===== config.mk =====
export PLATFORM = sky130hd
export DESIGN_NAME = generador_phy_tx
export DESIGN_NICKNAME = d
export VERILOG_FILES = /design/src/rtl/generador_phy_tx.sv
export SDC_FILE = /design/constraint.sdc
export NUM_CORES = 1
export LEC_CHECK = 0
export ABC_AREA = 1
export CAP_MARGIN = 20
export CORE_MARGIN = 2
export CORE_UTILIZATION = 25
export CTS_CLUSTER_SIZE = 10
export DETAILED_ROUTE_END_ITERATION = 8
export DONT_BUFFER_PORTS = 1
export HOLD_SLACK_MARGIN = 0.12
export PLACE_DENSITY = 0.35
export RECOVER_POWER = 25
export REMOVE_ABC_BUFFERS = 1
export SKIP_LAST_GASP = 1
export SLEW_MARGIN = 20
export SYNTH_ARGS = -nofsm -noshare
export SYNTH_HDL_FRONTEND = slang
export SYNTH_SLANG_ARGS = --single-unit

===== constraint.sdc =====
create_clock -name clk_32f -period 3.1 [get_ports clk_32f]
set_input_delay 0.31 -clock clk_32f [delete_from_list [all_inputs] [get_ports clk_32f]]
set_output_delay 0.31 -clock clk_32f [all_outputs]
set_load 0.03 [all_outputs]

===== src/rtl/generador_phy_tx.sv =====
// rtl/generador_phy_tx.sv - multi-lane PHY transmit generator: COM sync burst, then framed lane data serialized MSB first
module generador_phy_tx #(
    parameter int               LANES      = 4,
    parameter int               WIDTH      = 8,
    parameter int               SYNC_COUNT = 4,
    parameter logic [WIDTH-1:0] COM        = 8'hBC,
    parameter logic [WIDTH-1:0] IDLE       = 8'h7C,
    parameter logic [WIDTH-1:0] STEP       = 8'h11
) (
    input  logic                     clk_32f,
    input  logic                     reset,
    input  logic                     enable,
    input  logic [LANES-1:0]         lane_mask,
    input  logic                     gap_mode,
    output logic [LANES*WIDTH-1:0]   data_out,
    output logic [LANES-1:0]         valid_out,
    output logic                     serial_out,
    output logic                     frame_start,
    output logic                     sync_done
);

    localparam int BIT_W    = $clog2(WIDTH);
    localparam int LANE_W   = (LANES > 1) ? $clog2(LANES) : 1;
    localparam int SYNC_LEN = SYNC_COUNT * WIDTH;
    localparam int SYNC_W   = (SYNC_LEN > 1) ? $clog2(SYNC_LEN) : 1;

    localparam logic [SYNC_W-1:0] SYNC_LAST = SYNC_W'(SYNC_LEN - 1);
    localparam logic [BIT_W-1:0]  BIT_LAST  = BIT_W'(WIDTH - 1);
    localparam logic [LANE_W-1:0] LANE_LAST = LANE_W'(LANES - 1);

    typedef enum logic {
        S_SYNC = 1'b0,
        S_DATA = 1'b1
    } state_t;

    state_t               state;
    state_t               state_nxt;

    logic [SYNC_W-1:0]    sync_cnt;
    logic [BIT_W-1:0]     bit_cnt;
    logic [LANE_W-1:0]    lane_cnt;
    logic [WIDTH-1:0]     frame_cnt;
    logic                 gap_flag;

    logic                 frame_first;
    logic                 is_data;
    logic [WIDTH-1:0]     acc;
    logic [LANES*WIDTH-1:0] data_load;
    logic [LANES*WIDTH-1:0] data_now;
    logic [LANES-1:0]     valid_now;
    logic [WIDTH-1:0]     word_sel;
    logic                 ser_bit;

    // State register: reset always returns to the full sync burst
    always_ff @(posedge clk_32f) begin
        if (!reset) begin
            state <= S_SYNC;
        end else begin
            state <= state_nxt;
        end
    end

    // Next state: leave SYNC after the last COM bit goes out; DATA holds until reset
    always_comb begin
        state_nxt = state;
        case (state)
            S_SYNC: begin
                if (sync_cnt == SYNC_LAST) begin
                    state_nxt = S_DATA;
                end
            end
            S_DATA: begin
                state_nxt = S_DATA;
            end
            default: begin
                state_nxt = S_SYNC;
            end
        endcase
    end

    // Payload words for a data frame: lane i carries frame_cnt + i*STEP, zero when masked off
    always_comb begin
        acc       = frame_cnt;
        data_load = '0;
        for (int i = 0; i < LANES; i++) begin
            if (lane_mask[i]) begin
                data_load[i*WIDTH +: WIDTH] = acc;
            end
            acc = acc + STEP;
        end
    end

    // Frame decode and serial bit select; on the first frame cycle the freshly loaded words are used
    always_comb begin
        frame_first = (state == S_DATA) && (bit_cnt == '0) && (lane_cnt == '0);
        is_data     = enable && !gap_flag;
        valid_now   = valid_out;
        data_now    = data_out;
        if (frame_first) begin
            valid_now = is_data ? lane_mask : '0;
            if (is_data) begin
                data_now = data_load;
            end
        end
        word_sel = IDLE;
        for (int i = 0; i < LANES; i++) begin
            if ((LANE_W'(i) == lane_cnt) && valid_now[i]) begin
                word_sel = data_now[i*WIDTH +: WIDTH];
            end
        end
        ser_bit = word_sel[~bit_cnt];
    end

    // Counters, frame bookkeeping and all registered outputs
    always_ff @(posedge clk_32f) begin
        if (!reset) begin
            sync_cnt    <= '0;
            bit_cnt     <= '0;
            lane_cnt    <= '0;
            frame_cnt   <= '0;
            gap_flag    <= 1'b0;
            data_out    <= '0;
            valid_out   <= '0;
            serial_out  <= 1'b0;
            frame_start <= 1'b0;
            sync_done   <= 1'b0;
        end else begin
            case (state)
                S_SYNC: begin
                    serial_out  <= COM[~sync_cnt[BIT_W-1:0]];
                    sync_cnt    <= (sync_cnt == SYNC_LAST) ? '0 : sync_cnt + 1'b1;
                    bit_cnt     <= '0;
                    lane_cnt    <= '0;
                    data_out    <= '0;
                    valid_out   <= '0;
                    frame_start <= 1'b0;
                    sync_done   <= 1'b0;
                end
                S_DATA: begin
                    sync_done   <= 1'b1;
                    serial_out  <= ser_bit;
                    frame_start <= frame_first;
                    if (bit_cnt == BIT_LAST) begin
                        bit_cnt  <= '0;
                        lane_cnt <= (lane_cnt == LANE_LAST) ? '0 : lane_cnt + 1'b1;
                    end else begin
                        bit_cnt  <= bit_cnt + 1'b1;
                    end
                    // Frame type, payload and gap decision are latched once per frame
                    if (frame_first) begin
                        valid_out <= valid_now;
                        data_out  <= data_now;
                        gap_flag  <= is_data && gap_mode;
                        if (is_data) begin
                            frame_cnt <= frame_cnt + 1'b1;
                        end
                    end
                end
                default: begin
                    serial_out <= 1'b0;
                end
            endcase
        end
    end

endmodule


### Word level (Yosys, flattened, before mapping)

Memories as Yosys holds them, arrays and structs flattened.
Cells that the tools add are included.

* register bits: 59
* ROM bits: 8
* bits of input ports: 8
* output and inout bits: 39
* word-level logic and storage cells: 75
* memories: 1

Memories
* (name not given): depth 8, bits a word 1, rd ports 1, clocked after Yosys merged registers in 0, write ports 0, line 130 `serial_out <= COM[~sync_cnt[BIT_W-1:0]];`

* add/sub/neg operators: 7
* $lt $le $gt $ge: 2
* equality and inequality tests: 8
* muxes and demuxes: 30
* bitwise gates (word level): 3
* reductions and logical operators: 13

Operators by type and width (count)
* two-way mux 32 bit: 3
* two-way mux 8 bit: 8
* one-hot mux 32 bit (2 select lines): 1
* adder 8 x 5 -> 8 bit (second input constant): 3
* two-way mux 4 bit: 3
* adder 8 x 1 -> 8 bit (second input constant): 1
* logical AND 1 bit: 8
* less-than comparator 3 x 4 -> 1 bit (second input constant): 2
* one-hot mux 1 bit (2 select lines): 4
* one-hot mux 4 bit (2 select lines): 1
* inverter 3 bit: 2
* one-hot mux 3 bit (2 select lines): 1
* adder 5 x 1 -> 5 bit (second input constant): 1
* == test 5 bit (second input constant): 1
* two-way mux 5 bit: 1
* == test 2 bit (first input constant): 2
* two-way mux 2 bit: 2
* != test 2 x 1 -> 1 bit (second input constant): 2
* one-hot mux 2 bit (2 select lines): 1
* adder 3 x 1 -> 3 bit (second input constant): 1
* binary-select mux 1 bit (select 3 bit): 1
* == test 3 bit (second input constant): 1
* zero test 3 bit: 1
* two-way mux 1 bit: 3
* other kinds (9): 9

### Logic depth before layout (Yosys ltp)

* word-level depth: 13
* gate-level depth with buffers: 21
* mapped depth without buffers: 21

### Worst setup path before layout

No wires, ideal clock.

* path type: register -> register
* from: register frame_cnt[0]
* to: register serial_out
* library setup time: 0.118 ns
* data arrival time: 2.130 ns
* data required time: 2.982 ns
* slack: 0.852 ns
* cell stages (with the launch flop): 19
* path buffers: 0
* clock period less this slack: 2.248 ns
* cells stage by stage: dfxtp_1 inv_1 ha_1 nor2_1 nand3_1 o21ai_2 nor2_2 nor2_8 nand2_2 nor2_1 nand2_1 nand3_1 nand2_1 nand2_1 nand2_1 nand2_1 nand3_1 nand2_1 nand2_1

* longest elaborated chain between the ends: 10
* elaborated cells on any way between the ends: 16
* classes of those cells: 3 x add/sub; 13 x mux

RTL lines
* from (decl): line 42 `logic [WIDTH-1:0] frame_cnt;`
* from (signal assigned): line 155 `frame_cnt <= frame_cnt + 1'b1;`
* adder 8 x 5 -> 8 bit / two-way mux 8 bit (equally long branches): line 89, 86
* adder 8 x 5 -> 8 bit, or another cell as far along (2 in a row): line 89 `acc = acc + STEP;`
* two-way mux 8 bit, or another cell as far along: line 86 `if (lane_mask[i]) begin`
* two-way mux 32 bit (*): line 101 `if (is_data) begin`
* two-way mux 32 bit (*): line 99 `if (frame_first) begin`
* two-way mux 8 bit (*): line 107 `if ((LANE_W'(i) == lane_cnt) && valid_now[i]) begin`
* binary-select mux 1 bit (select 3 bit) (*): line 111 `ser_bit = word_sel[~bit_cnt];`
* two-way mux 1 bit (not written as such) (*): line 111
* one-hot mux 1 bit (2 select lines) (*): line 128 `case (state)`
* to (signal assigned): line 130
* to (signal assigned): line 141 `serial_out <= ser_bit;`
* to (decl): line 17 `output logic serial_out,`

Every way passes the cells marked *; elsewhere a longest branch is shown, timed or not. The select of a mux whose other input is x is not followed.
A chain may end at the register's enable or synchronous reset.

### Worst setup path after layout

* from: register lane_cnt[0]
* to: register serial_out

* longest elaborated chain between the ends: 11
* elaborated cells on any way between the ends: 18
* classes of those cells: 3 x eq/ne; 9 x mux; 6 x reduce/logical

RTL lines
* from (decl): line 41 `logic [LANE_W-1:0] lane_cnt;`
* from (signal assigned): line 145 `lane_cnt <= (lane_cnt == LANE_LAST) ? '0 : lane_cnt + 1'b1;`
* zero test 2 bit: line 95, 107
* logical AND 1 bit: line 95 `frame_first = (state == S_DATA) && (bit_cnt == '0) && (lane_cnt == '0);`
* two-way mux 4 bit: line 99
* logical AND 1 bit: line 107
* two-way mux 8 bit (3 in a row): line 107
* two-way mux 8 bit (*): line 107
* binary-select mux 1 bit (select 3 bit) (*): line 111
* two-way mux 1 bit (not written as such) (*): line 111
* one-hot mux 1 bit (2 select lines) (*): line 128

Marked as above.

==> metrics.txt <==
initial antenna violation count 0; crit path launch type flip-flop; cell family with most CP delay simple AND/OR/NAND/NOR gates; Setup crit end kind flip-flop; CTS tree yes; Peak VDD IR 0.000183 V; FF+latch area 1180 um2; num ports 47; Rel. slew slack 0.423; Synth area leaders dfxtp_1, nand2_1, nand3_1, inv_1, ha_1; max_cap viols 0; Clock H-tree levels 3; Num CTS Buffers 9; Fillers ~1500; Final Hold Viols 0; Synth async-reset ratio 0; Starting Density 0.255; Final min period 2.62 ns; number of synthesized flops with an enable pin 0; GP Congestion 0.845; Lkg Pwr between 0.0015 and 0.002 uW; hpwl dp 8.88 mm; area share of the largest cell type after synthesis 0.353; Cell Pwr Density 481 nW/um2; Area Overhead vs Synth 15.9%; Post-Syn Area 3350 um2; drt initial violations 178; Net Sw Power 388 uW; WS Path Type flip-flop to flip-flop; RSZ-0062 raised after global routing no; clk sinks 59; most used cell, CP nand2_1; Die X-Extent 120 um; via count 3142; Area after DPL 3540 um2; synth warn 0; total track usage 0.172; most frequent cells in the layout nand2_1, dfxtp_1, inv_1, nand3_1, nor2_1; outcome completed; commonest non-fill, non-tap cell in the layout nand2_1; pre-CTS WS 0.289 ns; Post-Syn Instances 492; FMAX approximately 380 MHz; fin area roughly 3900 um2; Critical R2R Capture serial_out; row count 42; first-pass GRT wire length around 18 mm; area of the multi-input gates 1880 um2; FF-to-FF Start lane_cnt[0]; core footprint between 10000 and 15000 um2; Nets a little over 500; Synth Register Bits slightly below 60; slowest CP cell dfxtp_1; Worst EP required 3.33 ns; CTS max path bufs 2; period utilization 0.844; stages on the worst setup path 16; IO Port Bufs 0; largest net degree at the start of global routing 24; final WL 11.7 mm; crit path to serial_out; Ant. Diodes 0; Routed Antenna Nets 0; postcts setup bufs 0; Gate power share 0.016; Sw Share 0.208; Avg Inst Size Synth 6.81 um2; sum of buffers and inverters on the critical path 2; R2R Setup Slk 0.48 ns; CTS root buffer clkbuf_16; grt total ovfl 0; CTS clk-pin slew, worst paths 0.05 ns; Netlist cell types 43; leading area contributor after synthesis dfxtp_1; critical path cell sequence inv_1 > ha_1 > nand2_2 > nor2_4 > nand2_2 > buf_4 > nand2_1 > o21ai_0 > o22ai_1 > nand2_1 > nand3_1 > nand3_1 > nand3_1 > a21oi_1 > nand2_1 > nand2_1; die footprint 14300 um2; Max FO, Critical Path 22; max-slew violations 0; WL/cell 17.2 um; ys flop type dfxtp_1; first-pass iteration count of the detailed router 4; sequential share of the synthesized area 0.353; Reg2Reg Depth 16; vias in the first global route 3222; CP Launch Point lane_cnt[0]; chip height 120 um; hold crit path type input pin to flip-flop; clk_skew 0.00750 ns; clk_lat worst skew 0.34 ns; clock network fraction of total power 0.572; Fin Setup TNS 0 ns; Critical Path AT 2.84 ns; layout cells sized above 1 0.114; Crit path largest cell delay about 0.33 ns; Pint around 1500 uW; DRC 0; sequential power share 0.413; final worst slack between 0.4 and 0.5 ns; final setup vio count 0; Least-Margin Pin Slew slightly below 0.9 ns; DR vias/cell 4.63
## cells in the mapped netlist, types with 2 or more instances
cell / count
nand3_2: 3
ha_1: 13
buf_6: 2
clkinv_1: 2
o21ai_2: 3
nand2_1: 144
nand2_4: 2
and3_1: 7
nand3_1: 40
nand4_1: 2
nor3_1: 13
a21oi_2: 2
a211oi_1: 4
nor2_2: 3
dfxtp_1: 59
nor2_1: 38
o21ai_0: 30
inv_2: 2
a22oi_1: 2
xnor2_1: 2
buf_2: 4
inv_1: 51
nor2_4: 3
clkbuf_1: 6
a21oi_1: 26
nand2_2: 12
## final cells by class
| cell class | instances | area share |
|---|---|---|
| clock buffer | 14 | 0.0732 |
| clock inverter | 1 | 0.00774 |
| inverter | 56 | 0.0555 |
| multi-input combinational | 363 | 0.483 |
| sequential | 59 | 0.305 |
| tap | 176 | 0.0568 |
| timing repair buffer | 9 | 0.0187 |
## cell families (layout without fill, tap and decap cells)
group / count (synthesis) / after routing / share of synthesized area
buffers and inverters: 70 / 80 / 0.0871
and+or+nand+nor: 271 / 271 / 0.372
adders and majority gates: 13 / 13 / 0.0486
xor gates and xnor gates: 3 / 3 / 0.00785
AOI/OAI and AO/OA: 76 / 76 / 0.132
DFF: 59 / 59 / 0.353
## through the flow
stage	cells	hold WS, ns	utilization	total power, uW
after global routing	678	0.128	0.295	1920
after global placement	661	0.444	0.270	812
final	678	0.132	0.295	1870
after CTS	678	0.126	0.295	1890
after floorplan	478	0.425	-	802
after detailed placement	661	0.448	0.270	812
## power groups by stage
stage / Combinational (uW) / Clock [uW] / Sequential, uW
after global routing: 33.6 / 1120 / 770
final: 29.0 / 1070 / 770
after detailed placement: 25.7 / 0 / 786
after CTS: 29.7 / 1090 / 770
after global placement: 25.6 / 0 / 786
after floorplan: 17.2 / 0 / 785
## worst min-delay path by stage
stage | depth (start not counted) | end | slack (ns) | from
2_1_floorplan | 2 | sync_cnt[4] | 0.43 | sync_cnt[4]
3_3_place_gp | 2 | sync_cnt[4] | 0.44 | sync_cnt[4]
3_5_place_dp | 2 | sync_cnt[4] | 0.45 | sync_cnt[4]
4_1_cts | 1 | data_out[3] | 0.13 | reset
5_1_grt | 1 | data_out[0] | 0.13 | reset
6_report | 2 | sync_cnt[4] | 0.13 | reset
## repair_timing
action / CTS / global route
resized for setup: 0 / 1
endpoints found under the hold margin: 7 / 0
setup endpoints to repair: 0 / 1
hold buffers: 2 / 0
## registers in the layout, summed over array words and instances (netlist names)
signal	flops
sync_done	1
valid_out	4
bit_cnt	3
sync_cnt	5
frame_cnt	8
state	1
gap_flag	1
serial_out	1
lane_cnt	2
data_out	32
frame_start	1
## routing by layer
layer | track usage | vias up | share of wire
met5 | 0 | - | 0
met4 | 0.0706 | 0 | 0.021
met3 | 0.0471 | 15 | 0.050
met2 | 0.283 | 48 | 0.47
met1 | 0.211 | 1462 | 0.46
li1 | - | 1617 | -
## worst reg2reg max path, delay by kind of cell (launching register included)
kind / cells / cell delay (ns)
flops: 1 / 0.33
fa+ha+maj: 1 / 0.27
buf+inv: 2 / 0.42
simple gates: 10 / 1.07
compound gates: 3 / 0.41
Power figures use the tool's default switching activity.
